File: src/rtl/arb_pkg.sv
// Shared types and helpers for the 8-way round-robin grant arbiter.
// Provides requester count, index width, FSM state type and one-hot encoder.
package arb_pkg;

    localparam int N_REQ = 8;
    localparam int IDX_W = 3;

    typedef enum logic {
        IDLE  = 1'b0,
        GRANT = 1'b1
    } arb_state_t;

    // Encode a one-hot vector to its index; lowest set bit wins if several.
    function automatic logic [IDX_W-1:0] onehot_to_idx(input logic [N_REQ-1:0] v);
        logic [IDX_W-1:0] idx;
        idx = '0;
        for (int i = N_REQ - 1; i >= 0; i--) begin
            if (v[i]) begin
                idx = IDX_W'(i);
            end
        end
        return idx;
    endfunction

endpackage

File: src/rtl/rr_grant_arbiter8_if.sv
// Requester-bank / select-datapath bundle for the round-robin arbiter.
// master: drives en, req; sees gnt, gnt_idx, gnt_valid, busy. slave: arbiter.
interface rr_grant_arbiter8_if;
    import arb_pkg::*;

    logic             en;
    logic [N_REQ-1:0] req;
    logic [N_REQ-1:0] gnt;
    logic [IDX_W-1:0] gnt_idx;
    logic             gnt_valid;
    logic             busy;

    modport master (
        output en, req,
        input  gnt, gnt_idx, gnt_valid, busy
    );

    modport slave (
        input  en, req,
        output gnt, gnt_idx, gnt_valid, busy
    );

endinterface

File: src/rtl/rr_pick8.sv
// Combinational rotating-priority picker: first set req bit after ptr.
// Ports: req[7:0], ptr[2:0] in; pick_oh[7:0], pick_idx[2:0], pick_vld out.
module rr_pick8
    import arb_pkg::*;
(
    input  logic [N_REQ-1:0] req,
    input  logic [IDX_W-1:0] ptr,
    output logic [N_REQ-1:0] pick_oh,
    output logic [IDX_W-1:0] pick_idx,
    output logic             pick_vld
);

    logic             found;
    logic [IDX_W-1:0] pos;

    // Offsets 1..8 from ptr; the 3-bit add wraps, so offset 8 lands on ptr
    // itself, giving the previous owner the lowest priority.
    always_comb begin
        pick_oh = '0;
        found   = 1'b0;
        pos     = '0;
        for (int k = 1; k <= N_REQ; k++) begin
            pos = ptr + IDX_W'(k);
            if (!found && req[pos]) begin
                pick_oh[pos] = 1'b1;
                found        = 1'b1;
            end
        end
    end

    assign pick_idx = onehot_to_idx(pick_oh);
    assign pick_vld = |req;

endmodule

File: src/rtl/rr_grant_arbiter8.sv
// Round-robin arbiter: registered one-hot grant + index, held until release.
// Ports: clk, rst (async high), bus (slave). Optional macro ARB_HOLD_LIMIT_EN.
module rr_grant_arbiter8
    import arb_pkg::*;
#(
    parameter int HOLD_MAX = 16
) (
    input  logic                 clk,
    input  logic                 rst,
    rr_grant_arbiter8_if.slave   bus
);

    arb_state_t       state_q, state_d;
    logic [IDX_W-1:0] ptr_q, ptr_d;
    logic [N_REQ-1:0] gnt_q, gnt_d;
    logic [IDX_W-1:0] idx_q, idx_d;

    logic [N_REQ-1:0] pick_oh;
    logic [IDX_W-1:0] pick_idx;
    logic             pick_vld;
    logic [IDX_W-1:0] search_ptr;
    logic             release_w;

`ifdef ARB_HOLD_LIMIT_EN
    localparam int CNT_W = (HOLD_MAX > 2) ? $clog2(HOLD_MAX) : 1;
    logic [CNT_W-1:0] cnt_q, cnt_d;
    // Forced release looks exactly like the owner dropping its request.
    assign release_w = !bus.req[idx_q] || (cnt_q == CNT_W'(HOLD_MAX - 1));
`else
    assign release_w = !bus.req[idx_q];
`endif

    // At handover the old owner becomes the pointer in the same edge.
    assign search_ptr = (state_q == GRANT) ? idx_q : ptr_q;

    rr_pick8 u_pick (
        .req      (bus.req),
        .ptr      (search_ptr),
        .pick_oh  (pick_oh),
        .pick_idx (pick_idx),
        .pick_vld (pick_vld)
    );

    always_comb begin
        state_d = state_q;
        ptr_d   = ptr_q;
        gnt_d   = gnt_q;
        idx_d   = idx_q;
`ifdef ARB_HOLD_LIMIT_EN
        cnt_d   = cnt_q;
`endif
        unique case (state_q)
            IDLE: begin
                if (bus.en && pick_vld) begin
                    gnt_d   = pick_oh;
                    idx_d   = pick_idx;
                    state_d = GRANT;
`ifdef ARB_HOLD_LIMIT_EN
                    cnt_d   = '0;
`endif
                end
            end
            GRANT: begin
                if (release_w) begin
                    ptr_d = idx_q;
                    if (bus.en && pick_vld) begin
                        gnt_d = pick_oh;
                        idx_d = pick_idx;
`ifdef ARB_HOLD_LIMIT_EN
                        cnt_d = '0;
`endif
                    end else begin
                        gnt_d   = '0;
                        idx_d   = '0;
                        state_d = IDLE;
                    end
                end else begin
`ifdef ARB_HOLD_LIMIT_EN
                    cnt_d = cnt_q + 1'b1;
`endif
                end
            end
            default: begin
                state_d = IDLE;
            end
        endcase
    end

    always_ff @(posedge clk or posedge rst) begin
        if (rst) begin
            state_q <= IDLE;
            ptr_q   <= IDX_W'(N_REQ - 1);
            gnt_q   <= '0;
            idx_q   <= '0;
`ifdef ARB_HOLD_LIMIT_EN
            cnt_q   <= '0;
`endif
        end else begin
            state_q <= state_d;
            ptr_q   <= ptr_d;
            gnt_q   <= gnt_d;
            idx_q   <= idx_d;
`ifdef ARB_HOLD_LIMIT_EN
            cnt_q   <= cnt_d;
`endif
        end
    end

    assign bus.gnt       = gnt_q;
    assign bus.gnt_idx   = idx_q;
    assign bus.gnt_valid = (state_q == GRANT);
    assign bus.busy      = (state_q == GRANT);

endmodule

File: src/flat_wrapper.sv
// flat-port wrapper written by rule: the top's interface ports become plain ports
module rr_grant_arbiter8_flat import arb_pkg::*;
#(
    parameter int HOLD_MAX = 16
)
  (clk, rst, bus_en, bus_req, bus_gnt, bus_gnt_idx, bus_gnt_valid, bus_busy);
  rr_grant_arbiter8_if bus_i ();
  input  logic clk;
  input  logic rst;
  input wire logic [$bits(bus_i.en)-1:0] bus_en;
  input wire logic [$bits(bus_i.req)-1:0] bus_req;
  output wire logic [$bits(bus_i.gnt)-1:0] bus_gnt;
  output wire logic [$bits(bus_i.gnt_idx)-1:0] bus_gnt_idx;
  output wire logic [$bits(bus_i.gnt_valid)-1:0] bus_gnt_valid;
  output wire logic [$bits(bus_i.busy)-1:0] bus_busy;
  assign bus_i.en = bus_en;
  assign bus_i.req = bus_req;
  assign bus_gnt = bus_i.gnt;
  assign bus_gnt_idx = bus_i.gnt_idx;
  assign bus_gnt_valid = bus_i.gnt_valid;
  assign bus_busy = bus_i.busy;
  rr_grant_arbiter8 #(.HOLD_MAX(HOLD_MAX)) u_core (.clk(clk), .rst(rst), .bus(bus_i));
endmodule
File: config.mk
export PLATFORM = sky130hd
export DESIGN_NAME = rr_grant_arbiter8_flat
export DESIGN_NICKNAME = d
export VERILOG_FILES = /design/src/rtl/arb_pkg.sv /design/src/rtl/rr_grant_arbiter8_if.sv /design/src/rtl/rr_pick8.sv /design/src/rtl/rr_grant_arbiter8.sv /design/src/flat_wrapper.sv
export SDC_FILE = /design/constraint.sdc
export NUM_CORES = 1
export LEC_CHECK = 0
export ABC_AREA = 1
export ABC_CLOCK_PERIOD_IN_PS = 4550
export CORE_MARGIN = 10
export CORE_UTILIZATION = 59
export CTS_BUF_LIST = sky130_fd_sc_hd__clkbuf_4 sky130_fd_sc_hd__clkbuf_8
export CTS_CLUSTER_SIZE = 24
export DETAILED_ROUTE_END_ITERATION = 8
export GPL_ROUTABILITY_DRIVEN = 0
export GPL_TIMING_DRIVEN = 0
export PLACE_DENSITY = 0.83
export SLEW_MARGIN = 20
export SYNTH_ARGS = -nofsm -noshare
export SYNTH_HDL_FRONTEND = slang
export SYNTH_HIERARCHICAL = 1
export SYNTH_SLANG_ARGS = --single-unit
File: constraint.sdc
create_clock -name clk -period 4.55 [get_ports clk]
set_clock_uncertainty 0.05 [all_clocks]
set_input_delay 0.6825 -clock clk [delete_from_list [all_inputs] [get_ports clk]]
set_output_delay 0.6825 -clock clk [all_outputs]
set_load 0.1 [all_outputs]
==> results.md <==
* Vias in the first global route at 2190
* Max-Slew Margin vs Limit at between 30% and 40%
* Status: complete, no violations
* Final hold violation count at 0
* Number of violations reported at the end of detailed-routing iteration 0 at roughly 180
* Pins over their slew limit at 0
* Die extent in y at 79.8 um
* CTS hold repair buffers at 0
* CP arrival at 4140 ps
* Final critical-path share of the clock period at 87.2%
* Area growth, synth to finish at 14.9%
* Mean cell area of the mapped netlist at 5.77 um2
* Area contributors post-synth: nand2_1 21%, nand3_1 16%, dfrtp_1 14%
* Leading area contributor after synthesis: nand2_1
* Count of warnings emitted by yosys at 6
* Buffers added on ports at 23
* Finished Layout Cells at 438
* Overall Global Routing Usage at a little under a fifth
* Number of cells in the design after placement at 435
* Number of distinct standard cells referenced by the synthesized netlist at 37
* Type of element capturing the critical path: register
* Slowest library cell on the worst path: dfrtp_1
* Kind of launch point of the worst setup path: register
* Final Net Count at 410
* Largest net degree at the start of global routing at 16
* Routed vias/inst at 5.55
* Period minus WS final at 3970 ps
* CTS tree: yes
* Slack of the worst reg-to-reg path at 580 ps
* Post-synth EDFFs at 0
* Inserted Clock Buffers at 3
* Initial cell density of the core at 62.3%
* Fraction of synthesis flops using an asynchronous set or reset pin at 100%
* H-tree level count at 1
* Total number of vias at 2431
* Cell types with the highest counts after synthesis: 118 x nand2_1, 69 x nand3_1, 41 x nor2_1
* Core footprint at 3390 um2
* Maximum count of clock buffers along a single path at 2
* Number of setup violations in the final report at 0
* Worst min path class: reg2reg
* Die outline width at between 70 and 80 um
* Util after Layout at 71.6%
* Most used cell, CP: nand2_1
* Clock Pin Slew Worst Setup and Hold Paths at 80 ps
* Number of max-cap violations at 0
* Clock Sinks at 15
* Synthesized cell area at between 2000 and 2500 um2
* Most used flip-flop cell after synthesis: dfrtp_1
* Worst-path cell chain: nor2_1, a21oi_1, inv_2, buf_6, clkbuf_1, ha_1, inv_2, buf_2, nand3_1, nand2_1, nand2_1, nand2_2, nand2_1, nor2_4, nand4_2, inv_1, nand2_1, nand3_1, nor2_1, nand2_1, nand2_1, a21oi_1, nand3_1, nand2_1
* Sum of net half-perimeters after detailed placement at 4620 um
* Diodes inserted at 0
* Post-synthesis net count at 383
* Worst Slack Setup Final at 582 ps
* Unrepaired setup endpoints after global routing: false
* Critical path class: reg2reg
* Seq/Total Area, Yosys at ~18%
* Largest stage delay, worst path at 560 ps
* Max frequency at 0.252 GHz
* Total I/O pin count at 24
* Number of rows in the core area at 21
* Die Footprint at 6370 um2
* Critical-path maximum fanout at 11
* Sum Neg Setup Slack at 0 ps
* Resize count post-CTS at 0
* Pre-CTS worst setup slack at 419 ps
* Setup Fix Bufs, Post-CTS at 0
* Root buffer cell: clkbuf_4
* Router iterations before antenna repair at 7
* Fraction of layout cells with a size suffix above 1 at 14.3%
* Top-count cell post-synth: nand2_1
* Routed WL at roughly 5800 um
* Slew at the pin closest to its max-slew limit at 974 ps
* Required time at the endpoint of the critical path at 4720 ps
* FF+latch count, synth at 15
* Remaining antenna violation count after routing at 0
* Clock network latency to the later pin of the worst-skew pair at 270 ps
* Area share of the largest cell type after synthesis at 21.0%
* Mapped Cells at between 300 and 400
* Initial antenna violation count at 0
* Global-route wire length before repair at 9740 um
* DRC violations left at 0
* Wire length per cell at between 10 and 15 um
* Total global routing overflow at 0
[through the flow]
stage / hold WS [ps] / cell area (um2)
detailed placement: 408 / 2400
global placement: 399 / 2400
floorplan: 392 / 2110
global route: 449 / 2430
finish: 421 / 2430
CTS: 423 / 2430
[path summary, 6_finish.rpt]
check	cells after the start	end	startpoint
max	24	u_core/bus.gnt_idx[1]$_DFFE_PP0P_	u_core/bus.busy$_DFF_PP0_
min	2	u_core/ptr_q[2]$_DFFE_PP1P_	u_core/ptr_q[2]$_DFFE_PP1P_
min in group asynchronous	2	u_core/bus.gnt[2]$_DFFE_PP0P_	rst
max reg2reg	24	u_core/bus.gnt_idx[1]$_DFFE_PP0P_	u_core/bus.busy$_DFF_PP0_
max in group asynchronous	2	u_core/ptr_q[2]$_DFFE_PP1P_	rst
min reg2reg	2	u_core/ptr_q[2]$_DFFE_PP1P_	u_core/ptr_q[2]$_DFFE_PP1P_
[registers in the layout (all words and copies together), names as in the netlist]
| signal | count |
|---|---|
| u_core/ptr_q | 3 |
| u_core/bus.gnt_idx | 3 |
| u_core/bus.gnt | 8 |
| u_core/bus.busy | 1 |
[cell usage in the layout, fill, tap and decap left out, types with 3 or more instances in the layout]
cell             Yosys  routed
a21oi_1              4       3
buf_4                4       4
buf_6                3       3
clkbuf_4             0       3
clkdlybuf4s50_1      0      23
dfrtp_1             12      12
dfstp_2              3       3
ha_1                 6       6
inv_1               34      34
inv_2                6       6
nand2_1            118     118
nand2_2              9       9
nand3_1             69      69
nand3_2              6       6
nand4_1              3       3
nor2_1              41      41
nor2_4               3       3
nor3_1               8       8
o21ai_0              4       4
[layer usage]
layer  vias to the layer above  share of wire, %  track usage, %
met3                        14               8.7            2.59
met2                        97                46            30.5
met4                         0               2.7            8.63
li1                       1228                 -               -
met1                      1092                43            22.9
met5                         -                 0               0
[cell families after synthesis]
| logic type | Yosys count | synth area share (%) |
|---|---|---|
| buffers and inverters | 54 | 11.7 |
| and+or+nand+nor | 277 | 62.2 |
| muxes | 1 | 0.533 |
| xor gates and xnor gates | 2 | 1.19 |
| DFF | 15 | 18.0 |
| AOI/OAI and AO/OA | 11 | 2.85 |
| adders and majority gates | 6 | 3.56 |
[area by class of cell]
| type | count | area [um2] |
|---|---|---|
| plain buffers | 11 | 81.3 |
| clock buffers | 3 | 22.5 |
| clock inverters | 1 | 5.00 |
| fillers | 318 | 963 |
| inverters | 42 | 161 |
| multi-input cells | 297 | 1490 |
| flip-flops and latches | 15 | 379 |
| well taps | 46 | 57.6 |
| repair buffers | 23 | 230 |
[worst max-delay path: cells and delay by family (launching register included)]
kind	cells	cell delay, ps
DFF	1	560
AOI/OAI and AO/OA	2	430
buffers and inverters	6	980
and+or+nand+nor	15	1450
adders and majority gates	1	440
Power is not shown: default switching activity piles up to over one toggle a cycle in this logic, so the estimate is an artifact.
